File: config.mk
export PLATFORM = sky130hd
export DESIGN_NAME = id_ex_stage
export DESIGN_NICKNAME = d
export VERILOG_FILES = /design/src/rtl/pipe_defs.sv /design/src/rtl/forward_unit.sv /design/src/rtl/id_ex_stage.sv
export SDC_FILE = /design/constraint.sdc
export NUM_CORES = 1
export LEC_CHECK = 0
export ABC_AREA = 1
export CAP_MARGIN = 25
export CORE_UTILIZATION = 41
export DETAILED_ROUTE_END_ITERATION = 8
export GPL_TIMING_DRIVEN = 0
export PLACE_DENSITY = 0.79
export SETUP_SLACK_MARGIN = 0.05
export SYNTH_ARGS = -nofsm -noshare
export SYNTH_HDL_FRONTEND = slang
export SYNTH_SLANG_ARGS = --single-unit
File: constraint.sdc
create_clock -name clk -period 1.85 [get_ports clk]
set_input_delay 0.2775 -clock clk [delete_from_list [all_inputs] [get_ports clk]]
set_output_delay 0.2775 -clock clk [all_outputs]
set_load 0.005 [all_outputs]
File: src/rtl/pipe_defs.sv
// Shared definitions for the ID/EX stage and its forwarding helper.
//   - ALU function codes carried on IdFunct / Signal
//   - default datapath and register-number widths
//   - EX-slot control bundle and its bubble value
package pipe_defs;

  localparam int WIDTH_DEF = 32;
  localparam int RADDR_DEF = 5;

  localparam logic [5:0] FN_AND = 6'b100100;
  localparam logic [5:0] FN_OR  = 6'b100101;
  localparam logic [5:0] FN_ADD = 6'b100000;
  localparam logic [5:0] FN_SUB = 6'b100010;
  localparam logic [5:0] FN_SLT = 6'b101010;
  localparam logic [5:0] FN_SRL = 6'b000010;

  typedef struct packed {
    logic valid;
    logic alusrc;
    logic regwrite;
    logic memread;
    logic memwrite;
    logic memtoreg;
  } ctrl_t;

  // A bubble is an invalid slot with every control bit cleared.
  localparam ctrl_t BUBBLE_CTRL = '0;

endpackage

File: src/rtl/forward_unit.sv
// Operand source select for one ALU source register.
// Picks the EX/MEM result, then the MEM/WB result, then the value latched
// in ID/EX. Register 0 is never forwarded because it is hard-wired to zero.
// Ports:
//   i_src                      source register number held in ID/EX
//   i_latched                  register-file value latched in ID/EX
//   i_mem_regwrite/rd/result   EX/MEM producer
//   i_wb_regwrite/rd/result    MEM/WB producer
//   o_data                     selected operand
module forward_unit
  import pipe_defs::*;
#(
  parameter int WIDTH = WIDTH_DEF,
  parameter int RADDR = RADDR_DEF
) (
  input  logic [RADDR-1:0] i_src,
  input  logic [WIDTH-1:0] i_latched,
  input  logic             i_mem_regwrite,
  input  logic [RADDR-1:0] i_mem_rd,
  input  logic [WIDTH-1:0] i_mem_result,
  input  logic             i_wb_regwrite,
  input  logic [RADDR-1:0] i_wb_rd,
  input  logic [WIDTH-1:0] i_wb_result,
  output logic [WIDTH-1:0] o_data
);

  logic w_mem_hit;
  logic w_wb_hit;

  assign w_mem_hit = i_mem_regwrite & (i_mem_rd != '0) & (i_mem_rd == i_src);
  assign w_wb_hit  = i_wb_regwrite  & (i_wb_rd  != '0) & (i_wb_rd  == i_src);

  // The younger producer (MEM) wins over the older one (WB).
  always_comb begin
    o_data = i_latched;
    if (w_mem_hit) begin
      o_data = i_mem_result;
    end else if (w_wb_hit) begin
      o_data = i_wb_result;
    end
  end

endmodule

File: src/rtl/id_ex_stage.sv
// ID/EX pipeline register and ALU operand select.
// Latches the decoded instruction, drives the ALU operands and the EX-side
// control towards EX/MEM, and raises Stall to freeze PC and IF/ID while a
// bubble is inserted into EX.
//
// Build option FORWARD_EN:
//   defined   - operands are forwarded from EX/MEM and MEM/WB; Stall only
//               on a load-use hazard.
//   undefined - no forwarding; Stall on any RAW hazard against EX or MEM.
//
// Ports:
//   clk, Reset (sync, active-high), Hold (freeze), Flush (discard ID)
//   Id*                 decoded instruction from ID
//   Mem*, Wb*           producers in EX/MEM and MEM/WB
//   Stall               hold PC and IF/ID
//   DataA, DataB        ALU operands; Signal ALU function code
//   ExValid, ExDest, ExStoreData, ExRegWrite, ExMemRead, ExMemWrite,
//   ExMemToReg          EX-side outputs for EX/MEM
module id_ex_stage
  import pipe_defs::*;
#(
  parameter int WIDTH = WIDTH_DEF,
  parameter int RADDR = RADDR_DEF
) (
  input  logic             clk,
  input  logic             Reset,
  input  logic             Hold,
  input  logic             Flush,
  input  logic             IdValid,
  input  logic [WIDTH-1:0] IdRsData,
  input  logic [WIDTH-1:0] IdRtData,
  input  logic [WIDTH-1:0] IdImm,
  input  logic [4:0]       IdShamt,
  input  logic [5:0]       IdFunct,
  input  logic [RADDR-1:0] IdRs,
  input  logic [RADDR-1:0] IdRt,
  input  logic [RADDR-1:0] IdRd,
  input  logic             IdRegDst,
  input  logic             IdALUSrc,
  input  logic             IdRegWrite,
  input  logic             IdMemRead,
  input  logic             IdMemWrite,
  input  logic             IdMemToReg,
  input  logic             MemRegWrite,
  input  logic [RADDR-1:0] MemRd,
  input  logic [WIDTH-1:0] MemResult,
  input  logic             WbRegWrite,
  input  logic [RADDR-1:0] WbRd,
  input  logic [WIDTH-1:0] WbResult,
  output logic             Stall,
  output logic [WIDTH-1:0] DataA,
  output logic [WIDTH-1:0] DataB,
  output logic [5:0]       Signal,
  output logic             ExValid,
  output logic [RADDR-1:0] ExDest,
  output logic [WIDTH-1:0] ExStoreData,
  output logic             ExRegWrite,
  output logic             ExMemRead,
  output logic             ExMemWrite,
  output logic             ExMemToReg
);

  ctrl_t            r_ctrl_p1;
  logic [5:0]       r_funct_p1;
  logic [4:0]       r_shamt_p1;
  logic [RADDR-1:0] r_rs_p1;
  logic [RADDR-1:0] r_rt_p1;
  logic [RADDR-1:0] r_dest_p1;
  logic [WIDTH-1:0] r_rsdata_p1;
  logic [WIDTH-1:0] r_rtdata_p1;
  logic [WIDTH-1:0] r_imm_p1;

  logic             w_stall;
  logic [WIDTH-1:0] w_fwd_rs;
  logic [WIDTH-1:0] w_fwd_rt;

`ifdef FORWARD_EN
  // Only a load in EX cannot be forwarded in time; everything else is
  // picked up by the forwarding muxes.
  assign w_stall = r_ctrl_p1.valid & r_ctrl_p1.memread & (r_dest_p1 != '0) &
                   IdValid & ((r_dest_p1 == IdRs) | (r_dest_p1 == IdRt));

  forward_unit #(.WIDTH(WIDTH), .RADDR(RADDR)) u_fwd_rs (
    .i_src          (r_rs_p1),
    .i_latched      (r_rsdata_p1),
    .i_mem_regwrite (MemRegWrite),
    .i_mem_rd       (MemRd),
    .i_mem_result   (MemResult),
    .i_wb_regwrite  (WbRegWrite),
    .i_wb_rd        (WbRd),
    .i_wb_result    (WbResult),
    .o_data         (w_fwd_rs)
  );

  forward_unit #(.WIDTH(WIDTH), .RADDR(RADDR)) u_fwd_rt (
    .i_src          (r_rt_p1),
    .i_latched      (r_rtdata_p1),
    .i_mem_regwrite (MemRegWrite),
    .i_mem_rd       (MemRd),
    .i_mem_result   (MemResult),
    .i_wb_regwrite  (WbRegWrite),
    .i_wb_rd        (WbRd),
    .i_wb_result    (WbResult),
    .o_data         (w_fwd_rt)
  );
`else
  logic w_ex_writes;
  logic w_rs_hit;
  logic w_rt_hit;
  logic w_unused;

  // Without forwarding the ID instruction waits until every producer has
  // left EX and MEM; WB is covered by the write-through register file.
  assign w_ex_writes = r_ctrl_p1.valid & r_ctrl_p1.regwrite;
  assign w_rs_hit = (IdRs != '0) &
                    ((w_ex_writes & (r_dest_p1 == IdRs)) | (MemRegWrite & (MemRd == IdRs)));
  assign w_rt_hit = (IdRt != '0) &
                    ((w_ex_writes & (r_dest_p1 == IdRt)) | (MemRegWrite & (MemRd == IdRt)));
  assign w_stall  = w_rs_hit | w_rt_hit;

  assign w_fwd_rs = r_rsdata_p1;
  assign w_fwd_rt = r_rtdata_p1;

  // Forwarding data is not consumed in this build.
  assign w_unused = ^{MemResult, WbRegWrite, WbRd, WbResult};
`endif

  // ---- ID -> EX boundary ----
  always_ff @(posedge clk) begin
    if (Reset) begin
      r_ctrl_p1   <= BUBBLE_CTRL;
      r_funct_p1  <= '0;
      r_shamt_p1  <= '0;
      r_rs_p1     <= '0;
      r_rt_p1     <= '0;
      r_dest_p1   <= '0;
      r_rsdata_p1 <= '0;
      r_rtdata_p1 <= '0;
      r_imm_p1    <= '0;
    end else if (!Hold) begin
      if (Flush || w_stall) begin
        r_ctrl_p1   <= BUBBLE_CTRL;
        r_funct_p1  <= '0;
        r_shamt_p1  <= '0;
        r_rs_p1     <= '0;
        r_rt_p1     <= '0;
        r_dest_p1   <= '0;
        r_rsdata_p1 <= '0;
        r_rtdata_p1 <= '0;
        r_imm_p1    <= '0;
      end else begin
        r_ctrl_p1   <= '{valid:    IdValid,
                         alusrc:   IdALUSrc,
                         regwrite: IdRegWrite,
                         memread:  IdMemRead,
                         memwrite: IdMemWrite,
                         memtoreg: IdMemToReg};
        r_funct_p1  <= IdFunct;
        r_shamt_p1  <= IdShamt;
        r_rs_p1     <= IdRs;
        r_rt_p1     <= IdRt;
        r_dest_p1   <= IdRegDst ? IdRd : IdRt;
        r_rsdata_p1 <= IdRsData;
        r_rtdata_p1 <= IdRtData;
        r_imm_p1    <= IdImm;
      end
    end
  end

  // ---- EX-side operand select ----
  assign Stall       = w_stall & ~Reset;
  assign Signal      = r_funct_p1;
  assign DataA       = (r_funct_p1 == FN_SRL) ? {{(WIDTH-5){1'b0}}, r_shamt_p1} : w_fwd_rs;
  assign DataB       = r_ctrl_p1.alusrc ? r_imm_p1 : w_fwd_rt;
  assign ExStoreData = w_fwd_rt;
  assign ExValid     = r_ctrl_p1.valid;
  assign ExDest      = r_dest_p1;
  assign ExRegWrite  = r_ctrl_p1.regwrite;
  assign ExMemRead   = r_ctrl_p1.memread;
  assign ExMemWrite  = r_ctrl_p1.memwrite;
  assign ExMemToReg  = r_ctrl_p1.memtoreg;

endmodule

== Word level (Yosys, flattened, before mapping) ==
Index checks and enable logic that the tools add are counted.

* Equal/unequal tests: 5
* Mux-type cells: 10
* Bitwise gates (word level): 12
* Reductions and logical operators: 3

{| class="wikitable"
|+ Operator list
! operator !! count
|-
| 2-to-1 mux 32 bit || 5
|-
| == test 5 bit || 4
|-
| 2-to-1 mux 5 bit || 3
|-
| 2-to-1 mux 6 bit || 2
|-
| nonzero test 5 bit || 2
|-
| AND 1 bit || 8
|-
| == test 6 x 2 -> 1 bit (second input constant) || 1
|-
| OR 1 bit || 3
|-
| logical OR 1 bit || 1
|-
| inverter 1 bit || 1
|}

* Flip-flop bits (word level): 118
* Logic and storage cells: 42

== Logic depth before layout (Yosys ltp) ==
Gate-level depths: netlist of run 1.

* Depth in word-level cells: 7
* Mapped depth: 11

== Worst setup path after synthesis of run 1 ==
Ideal clock, no wire load.

* Path kind: register to output
* From: register r_dest_p1[3], in the netlist ExDest[3]
* To: output port Stall
* Data arrival time: 1268 ps
* Path slack: 305 ps
* Cell stages (with the launch flop): 11
* Buffers on the path: 2
* Cell sequence: dfxtp_1 inv_1 nand2_1 nand2_1 nor2_1 nand3_1 nand2_1 nand2_1 buf_2 buf_4 a21oi_1

* Word-level cells in the longest chain between the ends: 6

{| class="wikitable"
|+ Ends and longest elaborated chain
! item !! RTL line !! source
|-
| from (decl) || id_ex_stage.sv:68 || <nowiki>logic [RADDR-1:0] r_dest_p1;</nowiki>
|-
| from (signal assigned) || id_ex_stage.sv:162 || <nowiki>r_dest_p1 <= IdRegDst ? IdRd : IdRt;</nowiki>
|-
| == test 5 bit (on tied branches) || id_ex_stage.sv:116, id_ex_stage.sv:118 ||
|-
| AND 1 bit (on tied branches) || id_ex_stage.sv:116, id_ex_stage.sv:118 ||
|-
| OR 1 bit (on tied branches) || id_ex_stage.sv:116, id_ex_stage.sv:118 ||
|-
| AND 1 bit (on tied branches) || id_ex_stage.sv:115, id_ex_stage.sv:117 ||
|-
| OR 1 bit (*) || id_ex_stage.sv:119 || <nowiki>assign w_stall = w_rs_hit | w_rt_hit;</nowiki>
|-
| AND 1 bit (*) || id_ex_stage.sv:171 || <nowiki>assign Stall = w_stall & ~Reset;</nowiki>
|-
| to (decl) || id_ex_stage.sv:50 || <nowiki>output logic Stall,</nowiki>
|}

Mark *: on every way between the ends. The rest lies on a longest branch, timed or not.

== Final worst setup path of run 1 ==
* From: register r_funct_p1[3], in the netlist Signal[3]
* To: output port DataA[20]

* Word-level cells in the longest chain between the ends: 2

{| class="wikitable"
|+ Ends and longest elaborated chain
! item !! RTL line !! source
|-
| from (decl) || id_ex_stage.sv:64 || <nowiki>logic [5:0] r_funct_p1;</nowiki>
|-
| from (signal assigned) || id_ex_stage.sv:158 || <nowiki>r_funct_p1 <= IdFunct;</nowiki>
|-
| == test 6 x 2 -> 1 bit || id_ex_stage.sv:173 || <nowiki>assign DataA = (r_funct_p1 == FN_SRL) ? {{(WIDTH-5){1'b0}}, r_shamt_p1} : w_fwd_rs;</nowiki>
|-
| 2-to-1 mux 32 bit || id_ex_stage.sv:173 ||
|-
| to (decl) || id_ex_stage.sv:51 || <nowiki>output logic [WIDTH-1:0] DataA,</nowiki>
|}

No other way between the ends.

==> results of run 1 <==
## state kept, by name, indices dropped and copies added (netlist names)
name	cells
ExStoreData	32
ExMemWrite	1
ExValid	1
ExMemToReg	1
ExRegWrite	1
ExDest	5
r_shamt_p1	5
r_rsdata_p1	32
r_ctrl_p1	1
ExMemRead	1
r_imm_p1	32
Signal	6
## cells in the mapped netlist, types with 5 or more instances
cell / number
nor2_1: 135
buf_1: 14
dfxtp_1: 118
a21oi_1: 119
a211oi_1: 5
buf_6: 12
clkbuf_1: 41
inv_1: 160
nand4_1: 118
nand2_1: 192
mux2_2: 37
buf_2: 15
nand3_1: 6
## stage by stage
step	util (%)	hold WS, ps	power (mW)	setup WS, ps	area, um^2
finish	68.9	253	7.47	-245	10600
global route	68.9	274	7.73	-311	10600
CTS	67.6	246	7.43	-229	10400
detailed placement	60.3	456	3.97	-877	9270
global placement	60.3	449	3.96	-858	9270
floorplan	-	436	3.30	305	6510
## cell families (layout without fill, tap and decap cells)
family	after synthesis	in the layout	synth area share [%]
flops	118	118	36.3
xor+xnor	2	2	0.269
simple gates	455	455	31.0
compound gates	128	128	10.0
mux	37	37	6.40
buf+inv	246	566	16.0
## path summary, 6_finish.rpt
path | startpoint | end | slack, ps | cells after the start
max | Signal[3] | DataA[20] | -240 | 8
min | Reset | ExStoreData[31] | 250 | 2
max reg2reg | ExDest[3] | Signal[3] | 140 | 11
min reg2reg | r_shamt_p1[0] | r_shamt_p1[0] | 460 | 2
## what timing repair did
action | in CTS | in global routing
setup buffers | 34 | 6
setup endpoints to repair | 82 | 159
gates cloned | 4 | 0
pin swaps | 14 | 11
gates resized for setup | 394 | 72
## power by group
part	switching (mW)	total, mW	internal [mW]
clock network	1.16	3.41	2.25
registers	0.0833	2.73	2.65
logic	0.607	1.33	0.724
total	1.85	7.47	5.62
## cells in the final DEF, fill, tap and decap left out, types with 4 or more instances in the layout
master | netlist | routed
buf_6 | 12 | 69
inv_2 | 1 | 16
mux2_4 | 0 | 27
buf_2 | 15 | 35
clkbuf_8 | 0 | 4
dfxtp_1 | 118 | 108
buf_12 | 0 | 4
dlymetal6s2s_1 | 0 | 4
a21oi_1 | 119 | 118
nor2_1 | 135 | 135
nand4_1 | 118 | 118
clkbuf_1 | 41 | 39
buf_8 | 0 | 7
dfxtp_2 | 0 | 7
inv_1 | 160 | 145
a211oi_1 | 5 | 5
buf_1 | 14 | 10
dlygate4sd2_1 | 0 | 8
clkinv_2 | 0 | 5
clkdlybuf4s50_1 | 0 | 172
clkbuf_16 | 0 | 19
nand3_1 | 6 | 6
nand2_2 | 1 | 24
buf_4 | 2 | 17
mux2_2 | 37 | 10
nand2_1 | 192 | 161
clkbuf_2 | 0 | 5
nand2_4 | 0 | 8
## area by class of cell
class	count	area share (%)
Clock inverter	9	1.16
Timing Repair Buffer	291	27.0
Inverter	162	5.75
Clock buffer	23	4.61
Tap cell	211	2.49
Sequential cell	118	22.5
Buffer	81	4.91
Multi-Input combinational cell	622	31.6
## worst max-delay path: stages (launching register included)
cell	delay [ps]
dfxtp_2	340
nor4b_4	320
nand2_2	130
buf_8	160
buf_6	120
buf_8	130
nand2_2	50
inv_1	30
buf_2	110
## routing by layer
layer / vias up / track usage [%]
met4: 0 / 8.37
met3: 33 / 7.60
li1: 3784 / -
met1: 3479 / 33.3
met5: - / 0
met2: 337 / 49.3
==> out/summary.txt, run 1 <==
failing checks = setup timing
Inst Count DP = 1446
fraction of registers with async set/reset = 0%
Die Ht = 128 um
achievable clock frequency = 0.477 GHz
Non-Filler Instances = 1517
part of the Yosys area used for sequential elements = 36.3%
DRC Markers = 0
Routed Antenna Nets = 0
final hold viol count = 0
syn nets = 1195
final net count = 1502
post-DP HPWL = 16100 um
area growth from synthesis to layout = 62.6%
post-synth top area share = 36.3%
max-slew violations = 0
# H-tree levels = 4
Final WS setup = -245 ps
Filler Cell Count = 1267
Yosys top cell by area = dfxtp_1
Synth Cell Area = 0.00651 mm^2
Pleak = 4.86 nW
DRT Pass-1 Iters = 7
flop and latch count out of synthesis = 118
die area = 0.0164 mm^2
Yosys cell types = 22
synthesized area per cell = 6.60 um^2
Worst Skew = 7.29 ps
startpoint types = register
ant diodes = 0
Overflow after GRT = 0
WS Path Type = reg -> out
fin crit period = 2090 ps
root buf cell = clkbuf_16
Initial Utilization = 42.4%
Worst EP arrival = 1820 ps
Synth area leaders = dfxtp_1, nand4_1, nand2_1, inv_1, a21oi_1
min-delay worst type = in -> reg
Boundary Pins = 322
clk_lat worst skew = 420 ps
via count = 7633
Mapped Cells = 986
Max FO, Critical Path = 5
gp weighted congestion = 0.866
CP required = 1570 ps
vias in the first global route = 7062
Met2 Wirelength = 11400 um
Hold-fix buffers, CTS = 0
routed wire length = 23400 um
Num Clock Sinks = 118
most frequently used flop master after synthesis = dfxtp_1
EDFF count, synth = 0
CTS tree = done
wire length per cell = 15.4 um
drt via density = 5.03
routed metal-1 wirelength = 9570 um
Tot GR Track Use = 28.1%
largest net degree at the start of global routing = 17
crit end category = output port
FF+latch area = 0.00238 mm^2
Top Layer Used = met4
share of post-route cells with drive strength above 1 = 20.5%
setup_tns = -7160 ps
number of port buffers = 249
Core Region = 0.0154 mm^2
clk buf depth = 2
RSZ-0062 raised after global routing = yes
peak supply drop = 0.000630 V
Max Cap Viol = 0
Max-slew headroom = 49.3%
multi-input logic area = 0.00335 mm^2
Setup violations, final = 44
period utilization = 113%
Worst Max-Slew Pin Slew = 760 ps
metal3 WL = 1950 um
Iter 0 DRT Violations = 596
global-route wire length before repair = 35800 um
cts bufs inserted = 17
Ys Warns = 0
CTS clk-pin slew, worst paths = 50 ps
initial antenna violation count = 0
die extent in x = 128 um
status = finished with violations
FP Rows = 45
PD cells = 706 mW/mm^2
Note: power is estimated with default switching activity, not from simulation.
==> run 2, diff against run 1 <==
--- a/config.mk
+++ b/config.mk
@@ -5,12 +5,12 @@
 export SDC_FILE = /design/constraint.sdc
 export NUM_CORES = 1
 export LEC_CHECK = 0
-export ABC_AREA = 1
 export CAP_MARGIN = 25
-export CORE_UTILIZATION = 41
+export CORE_AREA = 2 2 125 127
 export DETAILED_ROUTE_END_ITERATION = 8
+export DIE_AREA = 0 0 127 129
 export GPL_TIMING_DRIVEN = 0
-export PLACE_DENSITY = 0.79
+export PLACE_DENSITY = 0.71
 export SETUP_SLACK_MARGIN = 0.05
 export SYNTH_ARGS = -nofsm -noshare
 export SYNTH_HDL_FRONTEND = slang
==> run 2 against run 1 <==
Net effect: the flow still finishes with violations (setup timing); via count shrank 36%; setup slack lost 85 ps; wire length fell by 20%; power shrank 1.4%; die area barely moved; register-to-register slack got worse by 70 ps; non-clock buffer count is 14 lower; maximum frequency fell by 3.9%; critical endpoint is now Stall; largest cell class unchanged; largest power group unchanged.
==> out/summary.txt, run 2 <==
status = finished with violations
failing checks = setup timing
Overflow after GRT = 0 (unchanged)
Iter 0 DRT Violations = 222 (-63%)
Worst EP arrival = 1900 ps (+80 ps)
crit end category = output port
Inst Count DP = 833 (-42%)
startpoint types = input port
area growth from synthesis to layout = 95.3%
drt via density = 5.24 (+4.0%)
final hold slack = 353 ps (+101 ps)
via count = 4848 (-36%)
Slowest cell on crit path = or4_4
reg2reg end = r_ctrl_p1[4]
cell depth of the worst hold path = 3 (+1)
Cell Chain, Critical Path = buf_2, or4_4, nor2_4, nor3_2, nor4_4, buf_6, buf_6, nor2_2, buf_2
Num Clock Sinks = 118 (unchanged)
wire length per cell = 20.3 um (+32%)
Synth Cell Area = 0.00475 mm^2 (-27%)
global-route wire length before repair = 28500 um (-20%)
achievable clock frequency = 0.459 GHz (-3.9%)
DRC Markers = 0 (unchanged)
R2R cell count = 8 (-3)
Boundary Pins = 322 (unchanged)
Non-Filler Instances = 926 (-39%)
fraction of registers with async set/reset = 0% (unchanged)
vias in the first global route = 5215 (-26%)
max-slew violations = 0 (unchanged)
Yosys top cell by area = dfxtp_1
clk_lat worst skew = 420 ps (about the same)
WS Path Type = in -> out
routed wire length = 18800 um (-20%)
Hold-fix buffers, CTS = 0 (unchanged)
post-synth top area share = 49.8% (+13 points)
die area = 0.0164 mm^2 (about the same)
min-delay worst type = in -> reg
final net count = 934 (-38%)
EDFF count, synth = 0 (unchanged)
Max FO, Critical Path = 4 (-1)
Worst path max stage delay = 550 ps (+210 ps)
Pleak = 3.71 nW (-24%)
cts bufs inserted = 17 (unchanged)
syn nets = 603 (-50%)
Worst Max-Slew Pin Slew = 620 ps (-140 ps)
share of post-route cells with drive strength above 1 = 37.7% (+17 points)
number of port buffers = 251 (+0.80%)
Post-synth top cells = a32o_1, dfxtp_1, mux2_2
period utilization = 118% (+4.6 points)
Mapped Cells = 394 (-60%)
Final WS setup = -330 ps (-85.1 ps)
part of the Yosys area used for sequential elements = 49.8% (+13 points)
Yosys cell types = 18 (-18%)
flop2flop setup slack = 70 ps (-70 ps)
CTS tree = done
flop and latch count out of synthesis = 118 (unchanged)
Core Region = 0.0150 mm^2 (-2.6%)
clk buf depth = 2 (unchanged)
largest net degree at the start of global routing = 17 (unchanged)
fin crit period = 2180 ps (+85.1 ps)
synthesized area per cell = 12.0 um^2 (+82%)
Ys Warns = 0 (unchanged)
Initial Utilization = 31.7% (-11 points)
final hold viol count = 0 (unchanged)
ant diodes = 0 (unchanged)
Max-slew headroom = 58.6% (+9.3 points)
Filler Cell Count = 1180 (-6.9%)
hold path start = IdRt[1]
DP Area = 0.00749 mm^2 (-19%)
peak supply drop = 0.000563 V (-11%)
Max Cap Viol = 0 (unchanged)
root buf cell = clkbuf_16
post-DP HPWL = 12900 um (-20%)
FP Rows = 45 (unchanged)
die extent in x = 127 um (-0.79%)
initial antenna violation count = 0 (unchanged)
Routed Antenna Nets = 0 (unchanged)
# H-tree levels = 4 (unchanged)
Tot GR Track Use = 22.7% (-5.4 points)
Die Ht = 129 um (+0.77%)
most frequent cells in the layout = clkdlybuf4s50_1, a32o_1, dfxtp_1
RSZ-0062 raised after global routing = yes
Worst Skew = 11.9 ps (+4.58 ps)
PD cells = 795 mW/mm^2 (+13%)
CP delay by family, top = simple AND/OR/NAND/NOR gates
Buf+Inv Stages, Crit Path = 4 (-1)
most frequently used flop master after synthesis = dfxtp_1
CTS clk-pin slew, worst paths = 50 ps (about the same)
commonest non-fill, non-tap cell in the layout = clkdlybuf4s50_1
Setup violations, final = 57 (+30%)
DRT Pass-1 Iters = 5 (-2)
Finished Cell Area = 0.00927 mm^2 (-12%)
gp weighted congestion = 0.874 (+0.87%)
Hold EP = ExDest[1]
r2r startpoint = ExDest[2]
Synth area leaders = dfxtp_1, a32o_1, mux2_2, xnor2_1, and2_1
CP required = 1570 ps (about the same)
==> run 2: worst max-delay path by stage <==
stage	from	to	slack [ps]	cells after the start
2_1_floorplan	IdRt[1]	Stall	-100	7
3_3_place_gp	IdRt[1]	Stall	-1270	9
3_5_place_dp	IdRt[1]	Stall	-1260	9
4_1_cts	Signal[4]	DataA[3]	-390	5
5_1_grt	IdRt[1]	Stall	-380	9
6_report	IdRt[1]	Stall	-330	9
==> run 2: kinds of logic after synthesis <==
| logic type | after synthesis | synth area share, % |
|---|---|---|
| AND/OR/NAND/NOR | 50 | 6.27 |
| AO/OA/AOI/OAI | 118 | 24.9 |
| buffers and inverters | 46 | 5.40 |
| XOR/XNOR | 20 | 3.69 |
| multiplexers | 42 | 9.97 |
| flip-flops | 118 | 49.8 |
==> run 2: layout make-up <==
type | count | area [um^2] | area share (%)
plain buffers | 43 | 378 | 4.08
flip-flops and latches | 118 | 2380 | 25.7
multi-input cells | 230 | 2410 | 26.0
repair buffers | 315 | 3230 | 34.9
clock inverters | 13 | 180 | 1.94
clock buffers | 19 | 443 | 4.78
well taps | 188 | 235 | 2.54
==> run 2: through the flow <==
| step | util (%) | total power, mW | worst slack (ps) | TNS (ps) |
|---|---|---|---|---|
| 3_3_place_gp | 50.0 | 3.70 | -1270 | -116350 |
| 5_1_grt | 61.9 | 7.62 | -385 | -14360 |
| 3_5_place_dp | 50.0 | 3.72 | -1260 | -116550 |
| 6_report | 61.9 | 7.37 | -330 | -10800 |
| 4_1_cts | 60.2 | 7.36 | -390 | -12430 |
| 2_1_floorplan | - | 3.09 | -100 | -100 |
==> run 2: layer usage <==
metal / track usage (%) / up-vias / wire length (um)
met1: 24.8 / 2349 / 7330
met3: 7.19 / 32 / 1460
met5: 0 / - / 0
met2: 41.2 / 217 / 9600
met4: 8.79 / 0 / 397
li1: - / 2250 / -
==> run 2: worst register-to-register path, delay by kind of cell (launching register included) <==
kind	cells	cell delay (ps)
buf+inv	3	430
flops	1	360
xor+xnor	1	190
compound gates	1	240
simple gates	3	450
==> run 2: timing repair <==
item / in CTS / in global routing
setup buffers: 49 / 20
gates cloned: 6 / 0
pin swaps: 32 / 17
gates resized for setup: 483 / 66
endpoints found under the hold margin: 0 / 0
setup endpoints to repair: 183 / 172
==> run 2: report_power, final <==
group	internal, mW	total (mW)	leakage (nW)	switching [mW]
Combinational	0.769	1.17	2.44	0.396
Clock	2.28	3.48	0.299	1.20
Sequential	2.65	2.72	0.968	0.0768
